--- config.mk ---
export PLATFORM = sky130hd
export DESIGN_NAME = cpu_run_controller
export DESIGN_NICKNAME = d
export VERILOG_FILES = /design/src/rtl/cpu_run_controller_pkg.sv /design/src/rtl/cpu_run_controller.sv
export SDC_FILE = /design/constraint.sdc
export NUM_CORES = 1
export LEC_CHECK = 0
export ABC_CLOCK_PERIOD_IN_PS = 1930
export BUFFER_PORTS_ARGS = -buffer_cell sky130_fd_sc_hd__buf_2
export CAP_MARGIN = 20
export CORE_ASPECT_RATIO = 0.75
export CORE_MARGIN = 1
export CORE_UTILIZATION = 40
export CTS_CLUSTER_DIAMETER = 100
export DETAILED_ROUTE_END_ITERATION = 6
export GPL_TIMING_DRIVEN = 0
export PLACE_DENSITY_LB_ADDON = 0.12
export REMOVE_ABC_BUFFERS = 1
export SYNTH_ARGS = -nofsm -noshare
export SYNTH_HDL_FRONTEND = slang
export SYNTH_SLANG_ARGS = --single-unit
--- constraint.sdc ---
create_clock -name clk -period 1.93 [get_ports clk]
set_clock_uncertainty 0.05 [all_clocks]
set_input_delay 0.579 -clock clk [delete_from_list [all_inputs] [get_ports clk]]
set_output_delay 0.579 -clock clk [all_outputs]
set_load 0.03 [all_outputs]
--- src/rtl/cpu_run_controller_pkg.sv ---
// Shared state encodings and defaults for the CPU run controller.
package cpu_run_controller_pkg;

  typedef enum logic [1:0] {
    StHalt  = 2'd0,
    StRun   = 2'd1,
    StStep  = 2'd2,
    StBreak = 2'd3
  } run_state_e;

  localparam int unsigned DefaultCntW = 8;

endpackage

--- src/rtl/cpu_run_controller.sv ---
// Turns prescaler ticks into single-clk CPU execute enables under halt/run/step/breakpoint
// control, and counts the instructions executed.
module cpu_run_controller
  import cpu_run_controller_pkg::*;
#(
  parameter int unsigned PC_W         = 4,
  parameter int unsigned CNT_W        = DefaultCntW,
  parameter bit          RUN_ON_RESET = 1'b0
) (
  input  logic             clk,
  input  logic             reset,
  input  logic             tick,
  input  logic             run_req,
  input  logic             step_req,
  input  logic             halt_req,
  input  logic [PC_W-1:0]  pc,
  input  logic             bp_en,
  input  logic [PC_W-1:0]  bp_adrs,
  output logic             cpu_en,
  output logic [1:0]       state,
  output logic             at_break,
  output logic [CNT_W-1:0] inst_cnt
);

  localparam run_state_e ResetState = RUN_ON_RESET ? StRun : StHalt;

  run_state_e       state_q, state_d;
  logic             skip_q, skip_d;
  logic             cpu_en_q, at_break_q;
  logic [CNT_W-1:0] cnt_q;
  logic             issue;
  logic             bp_hit;

  // bp_skip lets the instruction we stopped on execute once after resuming.
  assign bp_hit = bp_en && (pc == bp_adrs) && !skip_q;

  always_comb begin
    state_d = state_q;
    skip_d  = skip_q;
    issue   = 1'b0;
    unique case (state_q)
      StHalt: begin
        if (!halt_req) begin
          if (step_req)     state_d = StStep;
          else if (run_req) state_d = StRun;
        end
      end
      StRun: begin
        if (halt_req)      state_d = StHalt;
        else if (step_req) state_d = StStep;
        else if (tick) begin
          if (bp_hit) state_d = StBreak;
          else        issue   = 1'b1;
        end
      end
      StStep: begin
        if (halt_req) state_d = StHalt;
        else if (tick) begin
          issue   = 1'b1;
          state_d = StHalt;
        end
      end
      StBreak: begin
        if (halt_req)      state_d = StHalt;
        else if (step_req) state_d = StStep;
        else if (run_req) begin
          state_d = StRun;
          skip_d  = 1'b1;
        end
      end
    endcase
    if (issue || state_d == StHalt) skip_d = 1'b0;
  end

  always_ff @(posedge clk or posedge reset) begin
    if (reset) begin
      state_q    <= ResetState;
      skip_q     <= 1'b0;
      cpu_en_q   <= 1'b0;
      at_break_q <= 1'b0;
      cnt_q      <= '0;
    end else begin
      state_q    <= state_d;
      skip_q     <= skip_d;
      cpu_en_q   <= issue;
      at_break_q <= (state_d == StBreak);
      if (cpu_en_q) cnt_q <= cnt_q + CNT_W'(1);
    end
  end

  assign cpu_en   = cpu_en_q;
  assign state    = state_q;
  assign at_break = at_break_q;
  assign inst_cnt = cnt_q;

endmodule

# Word level (Yosys, flattened, before mapping)
# Cells that the tools add are included.
# totals
register_bits	13
input_bits	15
wordCells	45
# classes
n_addsub	1
eq_ne	7
mux	23
reduce_logical	9
# ops
cell	count
$mux W2	10
$mux W1	11
$add A8 B1 Y8 const B	1
$pmux W2 S4	1
$eq A2 B2 Y1 const B	3
$eq A4 B4 Y1	1
$logic_not A2 Y1	2
$ne A2 B1 Y1 const B	2
$reduce_and A4 Y1	1
$reduce_bool A2 Y1	2
$eq A2 B1 Y1 const B	1
$logic_and A1 B1 Y1	2
$pmux W1 S2	1
$logic_not A1 Y1	1
$logic_or A1 B1 Y1	1

# Longest topological paths before layout
# Gate-level depths: netlist of run 1.
# depth
word_depth	12
mapped_depth	7

# Worst setup path before layout of run 1
# OpenSTA, ideal clock, no wires.
# synth_path
path_kind	reg-to-reg
start	register state_q[0], in the netlist state[0]
end	register skip_q
arrival_time_ps	1575
required_time_ps	1793
path_slack_ps	219
path_stages_with_launch	8
period_less_slack_ps	1711
cell_sequence	dfrtp_1 > inv_1 > ha_1 > nand2b_1 > o31a_1 > a211oi_2 > nand2_1 > a211oi_2
# synth_via
elab_chain_len	9
word_cells_on_any_way	24
# synth_lines
element	line	rtl
start, declared	cpu_run_controller.sv:27	run_state_e state_q, state_d;
start signal, assigned	cpu_run_controller.sv:77	state_q <= ResetState;
start signal, assigned	cpu_run_controller.sv:83	state_q <= state_d;
$mux W2	cpu_run_controller.sv:52	if (bp_hit) state_d = StBreak;
$mux W2	cpu_run_controller.sv:51	else if (tick) begin
$mux W2	cpu_run_controller.sv:50	else if (step_req) state_d = StStep;
$mux W2	cpu_run_controller.sv:49	if (halt_req) state_d = StHalt;
$pmux W2 S4	cpu_run_controller.sv:41	unique case (state_q)
$logic_not A2 Y1	cpu_run_controller.sv:72	if (issue || state_d == StHalt) skip_d = 1'b0;
$logic_or A1 B1 Y1	cpu_run_controller.sv:72	
$ne A2 B1 Y1 (no line) or $reduce_bool A2 Y1 (tied branches)	-	
$reduce_and A4 Y1 (no line)	-	
end signal, assigned	cpu_run_controller.sv:84	skip_q <= skip_d;
end, declared	cpu_run_controller.sv:28	logic skip_q, skip_d;
# Parallel ways exist; a longest one is shown, timed or not.
# A chain may end at the register's enable or synchronous reset.

# Final worst setup path of run 1
# Ends and elaborated chain as after synthesis.

==> results.cfg, run 1 <==
[run_status]
status = completed

[global_route]
grt_pass1_wl_um = 2421
grt_max_degree = 14
grt_antenna_before_repair = 0
grt.overflow.total = 0
groute.usage.overall = 0.1653
grt_pass1_vias = 520

[clock_tree]
cts-root-buf = clkbuf_4
numClockSinks = 13
cts_made_buffers = 3
post-cts-setup-buffer-count = 0
postCtsHoldBufs = 0
clk_pin_slew_ns = 0.07
ctsHtreeMaxLevel = 1
worstSkewPairLatency_ns = 0.27
post_cts_resized = 0
clk_path_buf_depth = 2
cts_tree = done

[synth]
synth_flop_cell = dfrtp_1
synth_area_leaders = dfrtp_1 41%, xnor2_1 11%, ha_1 7.9%, a211oi_2 3.1%, inv_1 2.8%
netlist_area_um2 = 794.5
yosysTopAreaCell = dfrtp_1
ys_ff_latch = 13
yosysUniqueCellTypes = 29
seq_area_frac_synth = 0.4094
synthArstFlopShare = 1.000
avgSynthCellArea_um2 = 10.19
synth_top_area_share = 0.4094
synth-edff-count = 0
synthCells = 78
yosys_warnings = 0
synthMostInstantiatedCell = dfrtp_1
ys_top_cells_by_count = 13 x dfrtp_1, 10 x xnor2_1, 6 x inv_1, 6 x nand2_1, 5 x ha_1

[routing]
dr.first_iter.drc_count = 13
viasPerCell = 4.923
antenna_left = 0
route.vias.total = 640
dr.pass1.iters = 4
drc_errors = 0
drt-wirelength-per-cell_um = 11.67
wirelength_um = 1517

[timing]
slew_headroom = 0.6800
hold_ws_ns = 0.2608
fmax_mhz = 565.5
hold_viol = 0
tightest_slew_ns = 0.4795
rsz0062_at_grt = no
fin_crit_sh = 0.9163
fin_ws_ns = 0.1616
fin_setup_tns_ns = 0
maxSlewViolCount = 0
fin_crit_ns = 1.768
setup_violations = 0

[worst_setup_path]
crit_family = compound AO/OA/AOI/OAI gates
crit_chain = inv_1, ha_1, nand2b_1, o31a_1, a211oi_2, nand2_1, a211oi_2
cpMostUsedCell = a211oi_2
cp_max_fo = 6
cpPeakStageDelay_ns = 0.45
critPathBufInv = 1
crit_type = reg2reg
cpMaxStageDelayCell = dfrtp_2
setup.worst_path.start_class = flop
required_ns = 2.07
cp-end-kind = flop
cp.arrival_ns = 1.90

[pwr]
p_comb_frac = 0.474
clkPwrFrac = 0.147
vdd_ir_drop_max_uv = 534.1
p_leak_nw = 0.4977
seqPwrFrac = 0.380
p_per_area_nw_per_um2 = 1127
switching_share = 0.4443
switchingPower_mw = 0.4905
p_int_mw = 0.6134

[floorplanning]
ioPinCount = 27
die_area_um2 = 2170
core_um2 = 1805
core.rowCount = 13
initial_core_util = 0.4401
die_h_um = 40.60
die_w_um = 53.46

[finish]
finalNetCount = 129
finalNonFillerCells = 130
fillers = 168
seq_area_um2 = 326.6
drive_gt1_frac = 0.3241
multi_input_area_um2 = 446.7
antenna_cells = 0
syn_to_final_growth_pct = 23.31

[place]
port_buffers = 26
post-place-ws_ns = 0.1179
place_congestion = 0.8478
dp_hpwl_um = 1238
post-place-cells = 126

[worst_hold_path]
min_path_type = in2async

[flow_run]
cap_violations = 0
-- cell families (layout without fill, tap and decap cells) --
family / Yosys count / after routing / share of synthesized area
AO/OA/AOI/OAI: 13 / 13 / 0.1323
XOR/XNOR: 11 / 11 / 0.1213
adder cells (fa/ha/maj): 5 / 5 / 0.07874
buffers and inverters: 6 / 36 / 0.02834
flip-flops: 13 / 13 / 0.4094
multiplexers: 1 / 1 / 0.01417
AND/OR/NAND/NOR: 29 / 29 / 0.2158
-- sequential cells by signal, summed over array words and instances, names as in the netlist --
name,flops
at_break,1
cpu_en,1
inst_cnt,8
skip_q,1
state,2
-- worst paths after layout --
check	startpoint	endpoint	slack, ns	depth (start not counted)
min in group clk	inst_cnt[7]	inst_cnt[7]	0.44	1
min reg2reg	inst_cnt[7]	inst_cnt[7]	0.44	1
max in group asynchronous	reset	state[0]	1.22	2
min	reset	inst_cnt[6]	0.26	2
max reg2reg	state[0]	skip_q	0.16	7
max	state[0]	skip_q	0.16	7
-- per-layer routing --
metal,up-vias,wire length [um],share of wire,track usage
met5,-,0,0,0
met4,0,0,0,0.01974
met3,0,118,0.078,0.07955
met2,24,593,0.39,0.2219
met1,275,804,0.53,0.2387
li1,341,-,-,-
-- stage by stage --
| step | instance area [um^2] | utilization | power (mW) |
|---|---|---|---|
| floorplan | 794.5 | - | 0.7978 |
| global placement | 952.2 | 0.5274 | 0.9391 |
| detailed placement | 952.2 | 0.5274 | 0.9457 |
| CTS | 978.4 | 0.5419 | 1.114 |
| global route | 979.7 | 0.5426 | 1.198 |
| finish | 979.7 | 0.5426 | 1.104 |
-- layout make-up --
cell class / count / area share
multi-input cells: 59 / 0.4559
flip-flops and latches: 13 / 0.3333
well taps: 22 / 0.02810
clock buffers: 4 / 0.02682
inverters: 6 / 0.02299
repair buffers: 26 / 0.1328
-- layout by cell type, fill, tap and decap left out, types with 2 or more instances in the layout --
cell      count
a211oi_2      2
a21oi_1       2
and2b_1       2
and3_1        3
buf_2        26
clkbuf_4      3
dfrtp_1      12
ha_1          5
inv_1         6
nand2_1       6
nand2b_1      2
nand4_1       3
nor2_1        3
nor3_1        2
o21ai_0       4
xnor2_1      10
-- power groups by stage --
stage	Clock [mW]	Combinational [mW]	Sequential [mW]
floorplan	0	0.275	0.523
global placement	0	0.518	0.421
detailed placement	0	0.523	0.423
CTS	0.173	0.525	0.417
global route	0.190	0.579	0.430
finish	0.162	0.523	0.419
Note: power is estimated with default switching activity, not from simulation.
==> run 2, diff against run 1 <==
--- a/config.mk
+++ b/config.mk
@@ -11,11 +11,11 @@
 export CORE_ASPECT_RATIO = 0.75
 export CORE_MARGIN = 1
 export CORE_UTILIZATION = 40
+export CTS_BUF_LIST = sky130_fd_sc_hd__clkbuf_16
 export CTS_CLUSTER_DIAMETER = 100
 export DETAILED_ROUTE_END_ITERATION = 6
 export GPL_TIMING_DRIVEN = 0
 export PLACE_DENSITY_LB_ADDON = 0.12
-export REMOVE_ABC_BUFFERS = 1
 export SYNTH_ARGS = -nofsm -noshare
 export SYNTH_HDL_FRONTEND = slang
 export SYNTH_SLANG_ARGS = --single-unit
==> run 2 against run 1 <==
  * Design area up 5.2%
  * First-iteration DRC count up 7.7%
  * Hold slack better by 0.044 ns
  * Utilization up 2.8 points
  * Highest routed layer unchanged
==> results.cfg, run 2 (synthesis results as in run 1) <==
[finish]
antenna_cells = 0
postLayoutCoreUtil = 0.5710
mostFrequentLayoutCells = 26 x buf_2, 13 x dfrtp_1, 10 x xnor2_1, 7 x inv_1, 6 x nand2_1
fin_area_um2 = 1031
largest_register_ffs = 8
finalNetCount = 129
layout_commonest_cell = buf_2
drive_gt1_frac = 0.3148
syn_to_final_growth_pct = 29.76

[timing]
rsz0062_at_grt = no
fin_crit_ns = 1.773
fin_setup_tns_ns = 0
fin_ws_ns = 0.1575
hold_viol = 0
fmax_mhz = 564.2
tightest_slew_ns = 0.4770
maxSlewViolCount = 0
slew_headroom = 0.6817
setup_violations = 0
fin_crit_sh = 0.9184

[worst_setup_path]
cp.arrival_ns = 1.87
setup.worst_path.start_class = flop
cp_max_fo = 6
cp-end-kind = flop
crit_type = reg2reg
required_ns = 2.02

[global_route]
groute.usage.overall = 0.1628
grt_util_met1 = 0.2387
grt_max_degree = 14
grt_pass1_vias = 521
grt_busiest_layer = met1
grt_use_met2 = 0.2219
use_met3 = 0.06818
grt.overflow.total = 0
grt_pass1_wl_um = 2408
grt_antenna_before_repair = 0

[routing]
drc_errors = 0
dr.first_iter.drc_count = 14
drt-wirelength-per-cell_um = 11.69
wirelength_um = 1520
viasPerCell = 4.992
dr.pass1.iters = 4
antenna_left = 0
route.vias.total = 649

[place]
place_congestion = 0.8478
dpl-instance-area_um2 = 952.2
port_buffers = 26
dp_hpwl_um = 1238
post-place-ws_ns = 0.1179

[clock_tree]
post-cts-setup-buffer-count = 0
cts_made_buffers = 3
ctsHtreeMaxLevel = 1
worstSkewPairLatency_ns = 0.23
clk_path_buf_depth = 2
postCtsHoldBufs = 0
clk_pin_slew_ns = 0.04
cts-root-buf = clkbuf_16
cts_tree = done
numClockSinks = 13
post_cts_resized = 0

[floorplanning]
die_area_um2 = 2170
initial_core_util = 0.4401
core_um2 = 1805
core.rowCount = 13
die_w_um = 53.46
ioPinCount = 27
die_h_um = 40.60

[worst_hold_path]
min_path_type = in2async

[pwr]
p_per_area_nw_per_um2 = 1268
vdd_ir_drop_max_uv = 953.0
finalPower_mw = 1.307
p_leak_nw = 0.5264

[synth]
syn-num-nets = 98

[run_status]
status = completed

[flow_run]
cap_violations = 0
## run 2: critical path, cell delays in order (launching register included)
cell and delay [ns]:
dfrtp_1 0.45, inv_1 0.13, ha_1 0.17, nand2b_1 0.08, o31a_1 0.27, a211oi_2 0.22
nand2_1 0.11, a211oi_2 0.20
## run 2: final timing paths
path | to | from | slack [ns] | cells past startpoint
worst max-delay path | skip_q | state[0] | 0.16 | 7
worst min register to register | inst_cnt[7] | inst_cnt[7] | 0.43 | 1
worst min-delay path | inst_cnt[6] | reset | 0.31 | 2
min in group clk | inst_cnt[7] | inst_cnt[7] | 0.43 | 1
max in group asynchronous | state[1] | reset | 1.20 | 2
worst max register to register | skip_q | state[0] | 0.16 | 7
## run 2: where the power goes
group	switching [mW]	internal, mW
clock network	0.0960	0.271
logic	0.322	0.200
registers	0.0844	0.334
## run 2: final cells by class
type	instances	area [um^2]
Sequential cell	13	325.3
Timing Repair Buffer	26	130.1
Clock buffer	3	75.07
Multi-Input combinational cell	59	446.7
Fill cell	158	774.5
Inverter	6	22.52
Clock inverter	1	3.754
Tap cell	22	27.53
## run 2: layer usage
metal / vias up / share of wire
met4: 0 / 0
li1: 340 / -
met2: 30 / 0.40
met3: 0 / 0.086
met1: 279 / 0.51
met5: - / 0
## run 2: through the flow
| stage | hold WS (ns) | std cells |
|---|---|---|
| finish | 0.3052 | 130 |
| global route | 0.3650 | 130 |
| CTS | 0.3270 | 130 |
| detailed placement | 0.4377 | 126 |
| global placement | 0.4081 | 126 |
| floorplan | 0.4060 | 78 |
==> run 3, diff against run 2 <==
--- a/config.mk
+++ b/config.mk
@@ -15,7 +15,7 @@
 export CTS_CLUSTER_DIAMETER = 100
 export DETAILED_ROUTE_END_ITERATION = 6
 export GPL_TIMING_DRIVEN = 0
-export PLACE_DENSITY_LB_ADDON = 0.12
+export PLACE_DENSITY = 0.67
 export SYNTH_ARGS = -nofsm -noshare
 export SYNTH_HDL_FRONTEND = slang
 export SYNTH_SLANG_ARGS = --single-unit
==> run 3 against run 2 <==
  * Register-to-register slack about the same
  * Setup slack better by 0.0093 ns
  * Count of clock-buffer cells in the layout unchanged
  * Design area up 1.1%
  * Critical endpoint unchanged
  * Critical path depth unchanged
  * Critical path type unchanged
  * Routed wire length up 6.1%
  * Hold slack worse by 0.0041 ns
==> results.cfg, run 3 (synthesis results as in run 1) <==
[worst_setup_path]
worstSetupEndpoint = skip_q
worstReg2RegStart = state[1]
cp_max_fo = 7
rr_endpoint = skip_q
r2r_slack_ns = 0.17
setup.worst_path.start_class = flop
critPathLaunch = state[1]
cp-end-kind = flop
r2r_cells = 7
crit_type = reg2reg
cp.arrival_ns = 1.87
required_ns = 2.03

[routing]
route.vias.total = 657
drc_errors = 0
viasPerCell = 5.054
antenna_left = 0
drt-wirelength-per-cell_um = 12.41
dr.first_iter.drc_count = 7
dr.pass1.iters = 2
wirelength_um = 1613

[clock_tree]
post-cts-setup-buffer-count = 0
ctsHtreeMaxLevel = 1
cts_tree = done
cts_made_buffers = 3
cts-root-buf = clkbuf_16
post_cts_resized = 0
worstSkewPairLatency_ns = 0.24
clk_pin_slew_ns = 0.04
postCtsHoldBufs = 0
numClockSinks = 13
clk_path_buf_depth = 2

[timing]
maxSlewViolCount = 0
fmax_mhz = 567.1
fin_ws_ns = 0.1668
fin_crit_sh = 0.9136
hold_viol = 0
fin_setup_tns_ns = 0
rsz0062_at_grt = no
fin_crit_ns = 1.763
slew_headroom = 0.6779
setup_violations = 0
tightest_slew_ns = 0.4826

[flow_run]
cap_violations = 0

[floorplanning]
core_um2 = 1805
initial_core_util = 0.4401
core.rowCount = 13
die_area_um2 = 2170
die_w_um = 53.46
ioPinCount = 27
die_h_um = 40.60

[worst_hold_path]
min_path_type = in2async

[finish]
mostFrequentLayoutCells = 26 x buf_2, 13 x dfrtp_1, 10 x xnor2_1, 7 x inv_1, 6 x nand2_1
fin_area_um2 = 1042
syn_to_final_growth_pct = 31.18
drive_gt1_frac = 0.3333
fillers = 170
antenna_cells = 0
finalNetCount = 129
multi_input_area_um2 = 457.9
seq_area_um2 = 325.3
layout_commonest_cell = buf_2
largest_register_ffs = 8

[synth]
syn-num-nets = 98

[global_route]
grt_max_degree = 14
groute.usage.overall = 0.1870
grt_pass1_wl_um = 2732
grt_antenna_before_repair = 0
grt.overflow.total = 0
grt_pass1_vias = 640

[place]
post-place-ws_ns = 0.1352
place_congestion = 0.7913
port_buffers = 26
dpl-instance-area_um2 = 952.2
dp_hpwl_um = 1299

[pwr]
p_leak_nw = 0.5295
vdd_ir_drop_max_uv = 1054
finalPower_mw = 1.336
p_per_area_nw_per_um2 = 1282

[run_status]
status = completed
## run 3: cell counts in the layout (fill, tap and decap cells not counted)
No cell type changed its count.
## run 3: through the flow
step | hold WS [ns] | cells | util
floorplan | 0.4060 | 78 | -
global placement | 0.4072 | 126 | 0.5274
detailed placement | 0.4204 | 126 | 0.5274
CTS | 0.3211 | 130 | 0.5710
global route | 0.3618 | 130 | 0.5773
finish | 0.3011 | 130 | 0.5773
## run 3: final cells by class
class	instances	share of cell area
clock buffer	3	0.07203
clock inverter	1	0.003601
inverter	6	0.02161
multi-input combinational	59	0.4394
sequential	13	0.3121
tap	22	0.02641
timing repair buffer	26	0.1249
## run 3: worst min-delay path by stage
stage                              to  slack, ns  cells after the start
final                        state[0]       0.30                      2
after global routing           skip_q       0.36                      2
after CTS                    at_break       0.32                      2
after detailed placement  inst_cnt[7]       0.42                      1
after global placement    inst_cnt[7]       0.41                      1
after floorplan              at_break       0.41                      1
## run 3: worst max-delay path, stage by stage (launching register included)
cell and delay, ns:
dfrtp_1 0.45, inv_1 0.14, ha_1 0.31, nor2_1 0.08
o31a_1 0.13, a211oi_2 0.20, nand2_1 0.11, a211oi_2 0.19
## run 3: power by group
part           total [mW]  switching (mW)  internal (mW)
sequential          0.418          0.0845          0.333
clock               0.382           0.110          0.273
combinational       0.536           0.333          0.203
total                1.34           0.527          0.809
## run 3: layer usage
layer / up-vias / part of all wire / track usage
met5: - / 0 / 0
met4: 0 / 0 / 0.07237
met3: 0 / 0.042 / 0.07197
met2: 20 / 0.47 / 0.2938
met1: 305 / 0.49 / 0.2330
li1: 332 / - / -
